<file path="config.mk">
export PLATFORM = sky130hd
export DESIGN_NAME = fetch_unit
export DESIGN_NICKNAME = d
export VERILOG_FILES = /design/src/rtl/sisc_pkg.sv /design/src/rtl/pc_unit.sv /design/src/rtl/fetch_unit.sv
export SDC_FILE = /design/constraint.sdc
export NUM_CORES = 1
export LEC_CHECK = 0
export CORE_MARGIN = 2
export CORE_UTILIZATION = 54
export CTS_CLUSTER_SIZE = 10
export DETAILED_ROUTE_END_ITERATION = 8
export PLACE_DENSITY = 0.87
export SLEW_MARGIN = 20
export SYNTH_ARGS = -nofsm -noshare
export SYNTH_HDL_FRONTEND = slang
export SYNTH_SLANG_ARGS = --single-unit
</file>
<file path="constraint.sdc">
create_clock -name clk -period 4.4 [get_ports clk]
set_clock_uncertainty 0.05 [all_clocks]
set_input_delay 0.88 -clock clk [delete_from_list [all_inputs] [get_ports clk]]
set_output_delay 0.88 -clock clk [all_outputs]
set_load 0.03 [all_outputs]
</file>
<file path="src/rtl/sisc_pkg.sv">
// Shared SISC definitions: opcodes, instruction field positions, default widths
// and the fetch handshake state encoding.
package sisc_pkg;

  localparam int PC_W_DEFAULT    = 16;
  localparam int INSTR_W_DEFAULT = 32;

  localparam int OPC_HI = 31;
  localparam int OPC_LO = 28;
  localparam int MM_HI  = 27;
  localparam int MM_LO  = 24;
  localparam int IMM_HI = 15;
  localparam int IMM_LO = 0;
  localparam int IMM_W  = IMM_HI - IMM_LO + 1;

  typedef enum logic [3:0] {
    NOOP = 4'd0,  ALU  = 4'd1,  LDI  = 4'd2,  LD   = 4'd3,
    ST   = 4'd4,  BRA  = 4'd5,  BRR  = 4'd6,  BNE  = 4'd7,
    BRE  = 4'd8,  JSR  = 4'd9,  RTS  = 4'd10, PSH  = 4'd11,
    POP  = 4'd12, INP  = 4'd13, OUTP = 4'd14, HLT  = 4'd15
  } opcode_e;

  typedef enum logic {
    FS_IDLE = 1'b0,
    FS_REQ  = 1'b1
  } fetch_state_e;

endpackage

</file>
<file path="src/rtl/pc_unit.sv">
// Program counter register with next-PC selection: reset, increment,
// absolute branch or PC-relative branch; all arithmetic wraps modulo 2^PC_W.
module pc_unit
  import sisc_pkg::*;
#(
  parameter int              PC_W     = PC_W_DEFAULT,
  parameter logic [PC_W-1:0] RESET_PC = '0
) (
  input  logic             clk,
  input  logic             rst_f,
  input  logic             pc_rst,
  input  logic             pc_write,
  input  logic             pc_sel,
  input  logic             br_sel,
  input  logic [IMM_W-1:0] imm,
  output logic [PC_W-1:0]  pc
);

  logic [PC_W-1:0] imm_zext;
  logic [PC_W-1:0] imm_sext;
  logic [PC_W-1:0] pc_nxt;

  assign imm_zext = PC_W'(imm);
  assign imm_sext = PC_W'($signed(imm));

  always_comb begin
    pc_nxt = pc;
    if (pc_rst) begin
      pc_nxt = RESET_PC;
    end else if (pc_write) begin
      if (!pc_sel)     pc_nxt = pc + PC_W'(1);
      else if (br_sel) pc_nxt = imm_zext;
      else             pc_nxt = pc + imm_sext;
    end
  end

  always_ff @(posedge clk or negedge rst_f) begin
    if (!rst_f) pc <= RESET_PC;
    else        pc <= pc_nxt;
  end

endmodule

</file>
<file path="src/rtl/fetch_unit.sv">
// Instruction-fetch responder: owns PC and IR, runs a req/ack read against
// instruction memory with a REQ timeout and a sticky fault flag.
//   state   | meaning
//   FS_IDLE | no fetch outstanding, waiting for ir_load
//   FS_REQ  | imem_req high at fetch_addr, waiting for imem_ack or timeout
module fetch_unit
  import sisc_pkg::*;
#(
  parameter int              PC_W     = PC_W_DEFAULT,
  parameter int              INSTR_W  = INSTR_W_DEFAULT,
  parameter logic [PC_W-1:0] RESET_PC = '0,
  parameter int              TIMEOUT  = 15
) (
  input  logic               clk,
  input  logic               rst_f,
  input  logic               pc_rst,
  input  logic               pc_write,
  input  logic               pc_sel,
  input  logic               br_sel,
  input  logic               ir_load,
  output logic               imem_req,
  output logic [PC_W-1:0]    imem_addr,
  input  logic               imem_ack,
  input  logic [INSTR_W-1:0] imem_rdata,
  output logic [INSTR_W-1:0] ir,
  output logic [3:0]         opcode,
  output logic [3:0]         mm,
  output logic [PC_W-1:0]    pc_out,
  output logic               fetch_busy,
  output logic               fetch_fault
);

  localparam int CNT_W = 8;

  fetch_state_e       state, state_nxt;
  logic [CNT_W-1:0]   cnt, cnt_nxt;
  logic [INSTR_W-1:0] ir_nxt;
  logic [PC_W-1:0]    addr_nxt;
  logic               fault_nxt;

  pc_unit #(
    .PC_W     (PC_W),
    .RESET_PC (RESET_PC)
  ) u_pc (
    .clk      (clk),
    .rst_f    (rst_f),
    .pc_rst   (pc_rst),
    .pc_write (pc_write),
    .pc_sel   (pc_sel),
    .br_sel   (br_sel),
    .imm      (ir[IMM_HI:IMM_LO]),
    .pc       (pc_out)
  );

  // Timeout is a down-counter loaded on REQ entry; terminal count 0 with no ack
  // means TIMEOUT REQ cycles have elapsed.
  always_comb begin
    state_nxt = state;
    cnt_nxt   = cnt;
    ir_nxt    = ir;
    addr_nxt  = imem_addr;
    fault_nxt = fetch_fault;
    if (pc_rst) begin
      state_nxt = FS_IDLE;
      cnt_nxt   = '0;
      ir_nxt    = '0;
      fault_nxt = 1'b0;
    end else begin
      case (state)
        FS_IDLE: begin
          if (ir_load) begin
            state_nxt = FS_REQ;
            addr_nxt  = pc_out;
            cnt_nxt   = CNT_W'(TIMEOUT - 1);
          end
        end
        FS_REQ: begin
          if (ir_load) fault_nxt = 1'b1;
          if (imem_ack) begin
            state_nxt = FS_IDLE;
            ir_nxt    = imem_rdata;
            cnt_nxt   = '0;
          end else if (cnt == '0) begin
            state_nxt = FS_IDLE;
            ir_nxt    = '0;
            fault_nxt = 1'b1;
          end else begin
            cnt_nxt = cnt - CNT_W'(1);
          end
        end
        default: state_nxt = FS_IDLE;
      endcase
    end
  end

  always_ff @(posedge clk or negedge rst_f) begin
    if (!rst_f) begin
      state       <= FS_IDLE;
      cnt         <= '0;
      ir          <= '0;
      imem_addr   <= '0;
      fetch_fault <= 1'b0;
    end else begin
      state       <= state_nxt;
      cnt         <= cnt_nxt;
      ir          <= ir_nxt;
      imem_addr   <= addr_nxt;
      fetch_fault <= fault_nxt;
    end
  end

  assign imem_req   = (state == FS_REQ);
  assign fetch_busy = (state == FS_REQ);
  assign opcode     = ir[OPC_HI:OPC_LO];
  assign mm         = ir[MM_HI:MM_LO];

endmodule

</file>
==> summary.md <==
| Metric | Value |
|---|---|
| Final std cells w/o fill | slightly above 700 |
| Fin util | 0.7237 |
| Netlist cell types | 59 |
| Grt ovf | 0 |
| Final worst setup slack | 1.596 ns |
| Total power | approximately 2 mW |
| CP Max Fanout | 7 |
| WS Path Type | flip-flop to flip-flop |
| RSZ-0062 raised after global routing | no |
| GRT met1 Usage | 0.3460 |
| Number of synthesized flops with an enable pin | 0 |
| Core ar. | 8134 um^2 |
| Syn Area/Cell | ~8.8 um^2 |
| Htree depth | 3 |
| Main synth FF type | dfrtp_1 |
| Ranking of synthesized cells by area | dfrtp_1, nand2_1, ha_1 |
| Drt drc | 0 |
| Met2 Track Usage GR | 0.4390 |
| Yosys top cell area share | 0.4128 |
| GRT Util Overall | 0.2615 |
| Post-CTS resize count | 0 |
| Die height | roughly 95 um |
| Status | complete, no violations |
| Met3 Use GR | 0.04032 |
| DIE WIDTH | 95.14 um |
| Clock Sinks | 74 |
| CP Launch Type | flip-flop |
| Net Switching | around 620 uW |
| Hold Path Class | flip-flop to flip-flop |
| DRT antenna net count | 0 |
| Post-layout nets | ~660 |
| N_diodes | 0 |
| Netlist Area Pre-Place | ~4500 um^2 |
| Port bufs | 114 |
| Max-slew headroom | 0.3836 |
| Mapped Nets | 571 |
| Synth warnings | 0 |
| Most Crowded Layer GR | met2 |
| CTS tree | done |
| Starting Density | 0.5515 |
| Gate power share | 0.253 |
| Placed Instances | 698 |
| Ports | 115 |
| First-pass GRT wire length | roughly 18 mm |
| Std cell rows | 33 |
| Final setup viols | 0 |
| Vias per std cell | 5.819 |
| Wire per inst | 16.37 um |
| Synth-to-Final Area Change | 31.24% |
| Initial antenna violation count | 0 |
| Slew Limit Fails | 0 |
| Clk root buf | clkbuf_8 |
| DRT iter0 DRCs | 293 |
| Routability cong. | 0.8887 |
| DRT Wirelength | between 10 and 15 mm |
| Int Power | 1.390 mW |
| Bufs on Longest Clock Path | 2 |
| HPWL Detailed | roughly 8.5 mm |
| Hold buffer count at CTS | 0 |
| Clock latency on the worst-skew pair | about 0.35 ns |
| Fmax | 0.3566 GHz |
| Leakage power | 2.530 nW |
| Vias in the first global route | 3818 |
| Vias | 4155 |
| Tmin final | between 2 and 3 ns |
| Sequential share of power | 0.398 |
| CP endpoint kind | flip-flop |
| Clock power share | 0.349 |
| Dpl ws | 1.380 ns |
| Layout cells sized above 1 | 0.08046 |
| Pin count of the biggest net entering global routing | 75 |
| CTS Buf Count | 9 |
| Reg clk slew, reported paths | 0.08 ns |
| Top cells by count, synth | nand2_1, dfrtp_1, nor2_1 |
| Pwr/cell area | roughly 340 nW/um^2 |
| Setup TNS | 0 ns |
| Synthesized instance count | between 500 and 600 |
| Synth async-reset ratio | 1.000 |
| CP Data Required Time | 4.59 ns |
| # Post-CTS Setup Buffers | 0 |
| Register bit total from synthesis | between 70 and 80 |
| Area of the die | 9052 um^2 |
| Final Cycle Share | 0.6373 |
| Worst vdd ir | between 0.00015 and 0.0002 V |
| Worst path arrival time | ~3.0 ns |
| Total iterations of the first detailed-routing run | 5 |
| Top cell type by total area after synthesis | dfrtp_1 |
| Slew at the pin with the worst max-slew slack | 0.9245 ns |
| Post-synthesis sequential area ratio | 0.4128 |
| Max_cap viols | 0 |
| Endpoints failing hold | 0 |
| Net Sw Frac | 0.3076 |
| Count leader, synth | nand2_1 |
cells by family (layout without fill, tap and decap cells):
group / count (synthesis) / count (layout) / synth area share
compound gates: 140 / 140 / 0.1916
xor+xnor: 19 / 19 / 0.03710
fa+ha+maj: 19 / 19 / 0.05467
buf+inv: 50 / 147 / 0.05383
flops: 74 / 74 / 0.4128
mux: 23 / 23 / 0.05607
simple gates: 187 / 187 / 0.1939
worst max-delay path: stages, from the launching register on:
cell and delay, ns:
dfrtp_1 0.48, ha_1 0.26, inv_1 0.07, fa_1 0.40, nor2b_1 0.13, o21a_1 0.18, a31oi_1 0.15, a31oi_1 0.39
a221oi_1 0.19, nor3_1 0.20, and3b_1 0.19
metrics by stage:
| step | area, um^2 | hold WS (ns) |
|---|---|---|
| finish | 5887 | 0.4422 |
| global route | 5887 | 0.4768 |
| CTS | 5887 | 0.4518 |
| detailed placement | 5622 | 0.4333 |
| global placement | 5622 | 0.4182 |
| floorplan | 4486 | 0.4560 |
final cells by class:
cell class	count	area, um^2
repair buffers	122	1199
clock inverters	6	137.6
inverters	9	33.78
clock buffers	10	127.6
fillers	591	2247
flip-flops and latches	74	1852
well taps	105	131.4
multi-input cells	388	2406
flip-flops by register name, summed over array words and instances (netlist names):
| register | cells |
|---|---|
| cnt | 8 |
| ir | 32 |
| imem_addr | 16 |
| fetch_busy | 1 |
| u_pc.pc | 16 |
| fetch_fault | 1 |
per-layer routing:
| metal | part of all wire | wire length (um) |
|---|---|---|
| met5 | 0 | 0 |
| met2 | 0.50 | 5867 |
| met3 | 0.076 | 884 |
| met4 | 0.020 | 237 |
| met1 | 0.40 | 4698 |
final timing paths:
check / end / depth (start not counted) / slack (ns) / startpoint
worst max register to register: u_pc.pc[14]$_DFFE_PN0P_ / 10 / 1.60 / u_pc.pc[0]$_DFFE_PN0P_
worst min register to register: ir[18]$_DFFE_PN0P_ / 2 / 0.44 / ir[18]$_DFFE_PN0P_
min in group asynchronous: u_pc.pc[9]$_DFFE_PN0P_ / 1 / 0.60 / rst_f
worst max-delay path: u_pc.pc[14]$_DFFE_PN0P_ / 10 / 1.60 / u_pc.pc[0]$_DFFE_PN0P_
worst min-delay path: ir[18]$_DFFE_PN0P_ / 2 / 0.44 / ir[18]$_DFFE_PN0P_
max in group asynchronous: ir[7]$_DFFE_PN0P_ / 1 / 3.09 / rst_f
power groups by stage:
stage	combinational [mW]	sequential, mW	clock, mW
final	0.508	0.799	0.700
after global routing	0.549	0.807	0.731
after floorplan	0.226	0.884	0
after CTS	0.510	0.798	0.701
after global placement	0.495	0.808	0
after detailed placement	0.507	0.812	0
layout by cell type (no fill, tap or decap), types with 7 or more instances in the layout:
cell,count
clkdlybuf4s50_1,113
nand2_1,88
dfrtp_1,74
nor2_1,40
o21ai_1,31
o21ai_0,27
a21oi_1,23
ha_1,18
mux2_2,17
nand3_1,11
a31oi_1,11
xor2_1,10
inv_1,9
xnor2_1,9
clkbuf_8,9
buf_4,9
a21o_1,7
a211oi_1,7
nand2b_1,7
nand4_1,7
No activity file was read; power rests on OpenSTA's default activity.
==> edit 1 (same flow settings) <==
Set the package constant `PC_W_DEFAULT` to 32 (it was 16).
--- a/src/rtl/sisc_pkg.sv
+++ b/src/rtl/sisc_pkg.sv
@@ -2,7 +2,7 @@
 // and the fetch handshake state encoding.
 package sisc_pkg;
 
-  localparam int PC_W_DEFAULT    = 16;
+  localparam int PC_W_DEFAULT    = 32;
   localparam int INSTR_W_DEFAULT = 32;
 
   localparam int OPC_HI = 31;
Ports: changed (resized imem_addr and pc_out); port bits go from 115 to 147. The function was not compared with the original's and may differ.
==> edit 1 against the original RTL <==
- cell area grew 51%
- setup slack lost 380 ps
- via count is 59% higher
- maximum frequency fell by 12%
- non-clock buffer count grew 33
- total power is 23% higher
- wire length grew 63%
- cell count grew 55%
- sequential share of layout area decreased by 1.6 points
- critical path depth shrank 1
- sequential cell count increased by 32
- synthesized area is 58% higher
- die area is 55% higher
- critical path type unchanged
- largest power group unchanged
==> edit 1: results (changes against the original RTL) <==
clk_root_buffer_cell: "clkbuf_16"
hold_class: "reg2reg"
buffers: 155  # +27%
synth-compound-area-share_pct: 21.3  # +2.2 points
multi_input_area_um2: 4130  # +72%
top_layer: "met4"
wl_um: 19000  # +63%
gp_congestion: 0.909  # +2.3%
grtUsageTotal_pct: 27.9  # +1.7 points
dpl.hpwl_um: 13400  # +57%
vias: 6606  # +59%
synthTopCellsByCount: "nand2_1 (116), dfrtp_1 (106), o21ai_0 (78)"
crit_arrival_ps: 3430  # +430 ps
status: "finished clean"
drtIter0Drc: 568  # +94%
netlist_top_cells_area: "dfrtp_1 (37%), nand2_1 (6.1%), ha_1 (6.0%)"
p_seq_mw: 1.09  # +36%
placed_cells: 1090  # +56%
die_w_um: 119  # +25%
reg_top3: "imem_addr: 32 flops, ir: 32 flops, u_pc.pc: 32 flops"
syn_nets: 895  # +57%
fin_nets: 1004  # +51%
grt_start_max_net_pins: 107  # +43%
p_seq_share_pct: 44.3  # +4.5 points
drive_above_1_share_pct: 8.24  # +0.20 points
ys_types: 75  # +27%
ys_seq_area_share_pct: 37.4  # -3.8 points
insertion_delay_ps: 360
portBuffers: 146  # +28%
synthMuxAreaShare_pct: 6.36  # +0.75 points
fillCellCount: 991  # +68%
slew_headroom_pct: 42.3  # +3.9 points
grt_pass1_vias: 6357  # +67%
vias_per_cell: 5.97  # +2.6%
place_ws_ps: 1170  # -215 ps
wl_met1_um: 7910  # +68%
p_leak_nw: 3.82  # +51%
synth_xor_xnor_area_share_pct: 3.96  # +0.25 points
synth.avg_cell_area_um2: 8.64  # -1.4%
synth_fa_ha_area_share_pct: 6.29  # +0.82 points
clock_buffers: 11  # +1
dr_wl_met2_um: 9380  # +60%
grt_first_pass_wirelength_um: 31800  # +73%
final_core_util_pct: 69.9  # -2.5 points
p_clk_uw: 811  # +16%
wl_met3_um: 1250  # +42%
inv_count: 16  # +7
placed_cell_area_um2: 8590  # +53%
bufAreaShareNonClock_pct: 17.3  # -3.1 points
nMultiInputCombCells: 641  # +65%
p_sw_uw: 791  # +28%
ir_drop_mv: 0.340  # +84%
seq_area_share_pct: 29.8  # -1.6 points
clkCellAreaFrac_pct: 3.41  # -1.1 points
crit_fanout: 20  # +13
design.seq.count: 106  # +43%
## edit 1: final timing paths
kind / start / endpoint / slack [ps] / cells past startpoint
hold / removal: ir[20] / ir[20] / 430 / 2
setup reg to reg: ir[15] / u_pc.pc[28] / 1210 / 9
setup / recovery: ir[15] / u_pc.pc[28] / 1210 / 9
min in group asynchronous: rst_f / imem_addr[21] / 540 / 2
hold reg to reg: ir[20] / ir[20] / 430 / 2
max in group asynchronous: rst_f / u_pc.pc[1] / 3340 / 2
## edit 1: worst max-delay path: stages (launching register included)
cell and delay, ps:
dfrtp_1 910, ha_1 450, a21o_1 210, a21o_1 180
a21oi_1 190, o21ai_1 130, a221oi_2 310, a21boi_2 120
or4_1 490, nand3_1 90
## edit 1: routing by layer
metal | vias to the layer above | global-route usage (%)
met5 | - | 0
met4 | 0 | 9.45
met3 | 42 | 6.61
met2 | 255 | 46.0
met1 | 3117 | 35.9
li1 | 3192 | -
==> edit 2 (same settings) <==
Without the edit above. Take the reset off `imem_addr` and load it in a clocked block of its own.
--- a/src/rtl/fetch_unit.sv
+++ b/src/rtl/fetch_unit.sv
@@ -98,15 +98,17 @@
       state       <= FS_IDLE;
       cnt         <= '0;
       ir          <= '0;
-      imem_addr   <= '0;
       fetch_fault <= 1'b0;
     end else begin
       state       <= state_nxt;
       cnt         <= cnt_nxt;
       ir          <= ir_nxt;
-      imem_addr   <= addr_nxt;
       fetch_fault <= fault_nxt;
     end
+  end
+
+  always_ff @(posedge clk) begin
+    imem_addr <= addr_nxt;
   end
 
   assign imem_req   = (state == FS_REQ);
Function: differs if rst_f is asserted again (counterexample within 4 cycles, from zero or initial values and one cycle with rst_f low); with rst_f held inactive, the same outputs for 4 cycles.
==> edit 2 against the original RTL <==
- sequential cell count is the same
- synthesized area shrank 2.3%
- worst hold slack lost 14 ps
- cell area shrank 3.0%
- wire length shrank 8.2%
- core utilization grew 0.77 points
- total power shrank 14%
- sequential share of layout area grew 2.4 points
- cell count shrank 1.4%
- setup slack is essentially flat
- via count shrank 4.8%
==> edit 2: results (changes against the original RTL) <==
synthArstFlopShare_pct: 78.4  # -22 points
dpl.hpwl_um: 7810  # -8.6%
drtIter0Drc: 229  # -22%
crit_fanout: 30  # +23
place_ws_ps: 1290  # -90.4 ps
synth_fa_ha_area_share_pct: 5.59  # +0.13 points
synth-compound-area-share_pct: 20.2  # +1.0 points
syn_nets: 560  # -1.9%
netlist_top_cells_area: "dfrtp_1 (33%), edfxtp_1 (11%), nand2_1 (8.3%)"
ys_types: 58  # -1.7%
slew_headroom_pct: 35.6  # -2.7 points
ys_seq_area_share_pct: 44.1  # +2.8 points
synthFlopType: "dfrtp_1"
fillCellCount: 606  # +2.5%
gp_congestion: 0.885  # -0.37%
post_cts_buffers: 0  # unchanged
vias: 3956  # -4.8%
yosysWarnings: 0  # unchanged
clock_path_buffers: 2  # unchanged
max_stage_delay_ps: 1100  # +620 ps
synthMuxAreaShare_pct: 1.37  # -4.2 points
drt-pass1-iter-count: 5  # unchanged
clk_pin_slew_ps: 70
status: "finished clean"
synth_xor_xnor_area_share_pct: 2.80  # -0.91 points
grt_first_pass_wirelength_um: 17900  # -2.8%
wl_um: 10700  # -8.2%
grt_start_max_net_pins: 65  # -13%
min-delay-start: "ir[19]"
r2r-start: "u_pc.pc[2]"
postCtsResizedCells: 0  # unchanged
reg2reg_to: "u_pc.pc[15]"
synthTopCellsByCount: "nand2_1 (97), dfrtp_1 (58), o21ai_0 (54)"
grtUsageTotal_pct: 25.9  # -0.27 points
portBuffers: 114  # unchanged
drive_above_1_share_pct: 4.65  # -3.4 points
fin_nets: 656  # -1.1%
ir_drop_mv: 0.246  # +33%
reg2regPathDepth: 8  # -2
synth_edf_count: 16  # +16
grt_pass1_vias: 3655  # -4.3%
hold_slack_ps: 428  # -13.9 ps
reg2reg_slack_ps: 1680  # +80 ps
critPathSlowestCell: "clkdlybuf4s50_1"
worst_hold_path.endpoint: "ir[19]"
p_leak_nw: 2.34  # -7.4%
[edit 2: cell types whose count changed in the layout (fill, tap and decap cells not counted), sizes merged, moves of 5 or more]
| cell | delta |
|---|---|
| mux2 | -17 |
| dfrtp | -16 |
| edfxtp | +16 |
| nand2 | +8 |
| xor2 | -6 |
| a211oi | +5 |
| a21oi | +5 |
[edit 2: stage by stage]
| stage | std cells | cell area, um^2 |
|---|---|---|
| floorplan | 501 | 4380 |
| global placement | 688 | 5530 |
| detailed placement | 688 | 5530 |
| CTS | 704 | 5710 |
| global route | 704 | 5710 |
| finish | 704 | 5710 |
[edit 2: worst max-delay path by stage]
stage / start / end / slack (ps) / depth (start not counted)
6_report: pc_write / u_pc.pc[9] / 1600 / 6
3_5_place_dp: pc_write / u_pc.pc[9] / 1290 / 6
3_3_place_gp: pc_write / u_pc.pc[9] / 1380 / 6
5_1_grt: pc_write / u_pc.pc[9] / 1480 / 6
2_1_floorplan: pc_rst / imem_addr[0] / 1790 / 4
4_1_cts: pc_write / u_pc.pc[9] / 1660 / 6
[edit 2: logic make-up (layout without fill, tap and decap cells)]
logic type | count (synthesis) | after routing
AND/OR/NAND/NOR | 202 | 202
AO/OA/AOI/OAI | 141 | 141
flip-flops | 74 | 74
buffers and inverters | 45 | 146
adder cells (fa/ha/maj) | 19 | 19
XOR/XNOR | 14 | 14
multiplexers | 6 | 6
[edit 2: worst max-delay path: cells and delay by family]
family | cells | cell delay, ps
AND/OR/NAND/NOR | 2 | 660
AO/OA/AOI/OAI | 3 | 400
buffers and inverters | 1 | 1100
[edit 2: power by group]
part | internal [mW] | total [mW] | switching, mW
Clock | 0.258 | 0.496 | 0.238
Combinational | 0.183 | 0.433 | 0.250
Sequential | 0.746 | 0.801 | 0.0548
Total | 1.19 | 1.73 | 0.543
[edit 2: per-layer routing]
metal	share of wire (%)	routed length [um]	GRT usage, %	vias to the layer above
li1	-	-	-	1970
met3	8.2	882	7.22	23
met5	0	0	0	-
met1	45	4780	35.7	1787
met4	1.9	204	8.21	0
met2	45	4860	39.7	176
[edit 2: final cells by class]
class	instances	area share [%]
Inverter	10	0.657
Timing Repair Buffer	120	20.7
Clock buffer	12	2.37
Tap cell	102	2.23
Sequential cell	74	33.8
Clock inverter	4	0.745
Multi-Input combinational cell	382	39.5
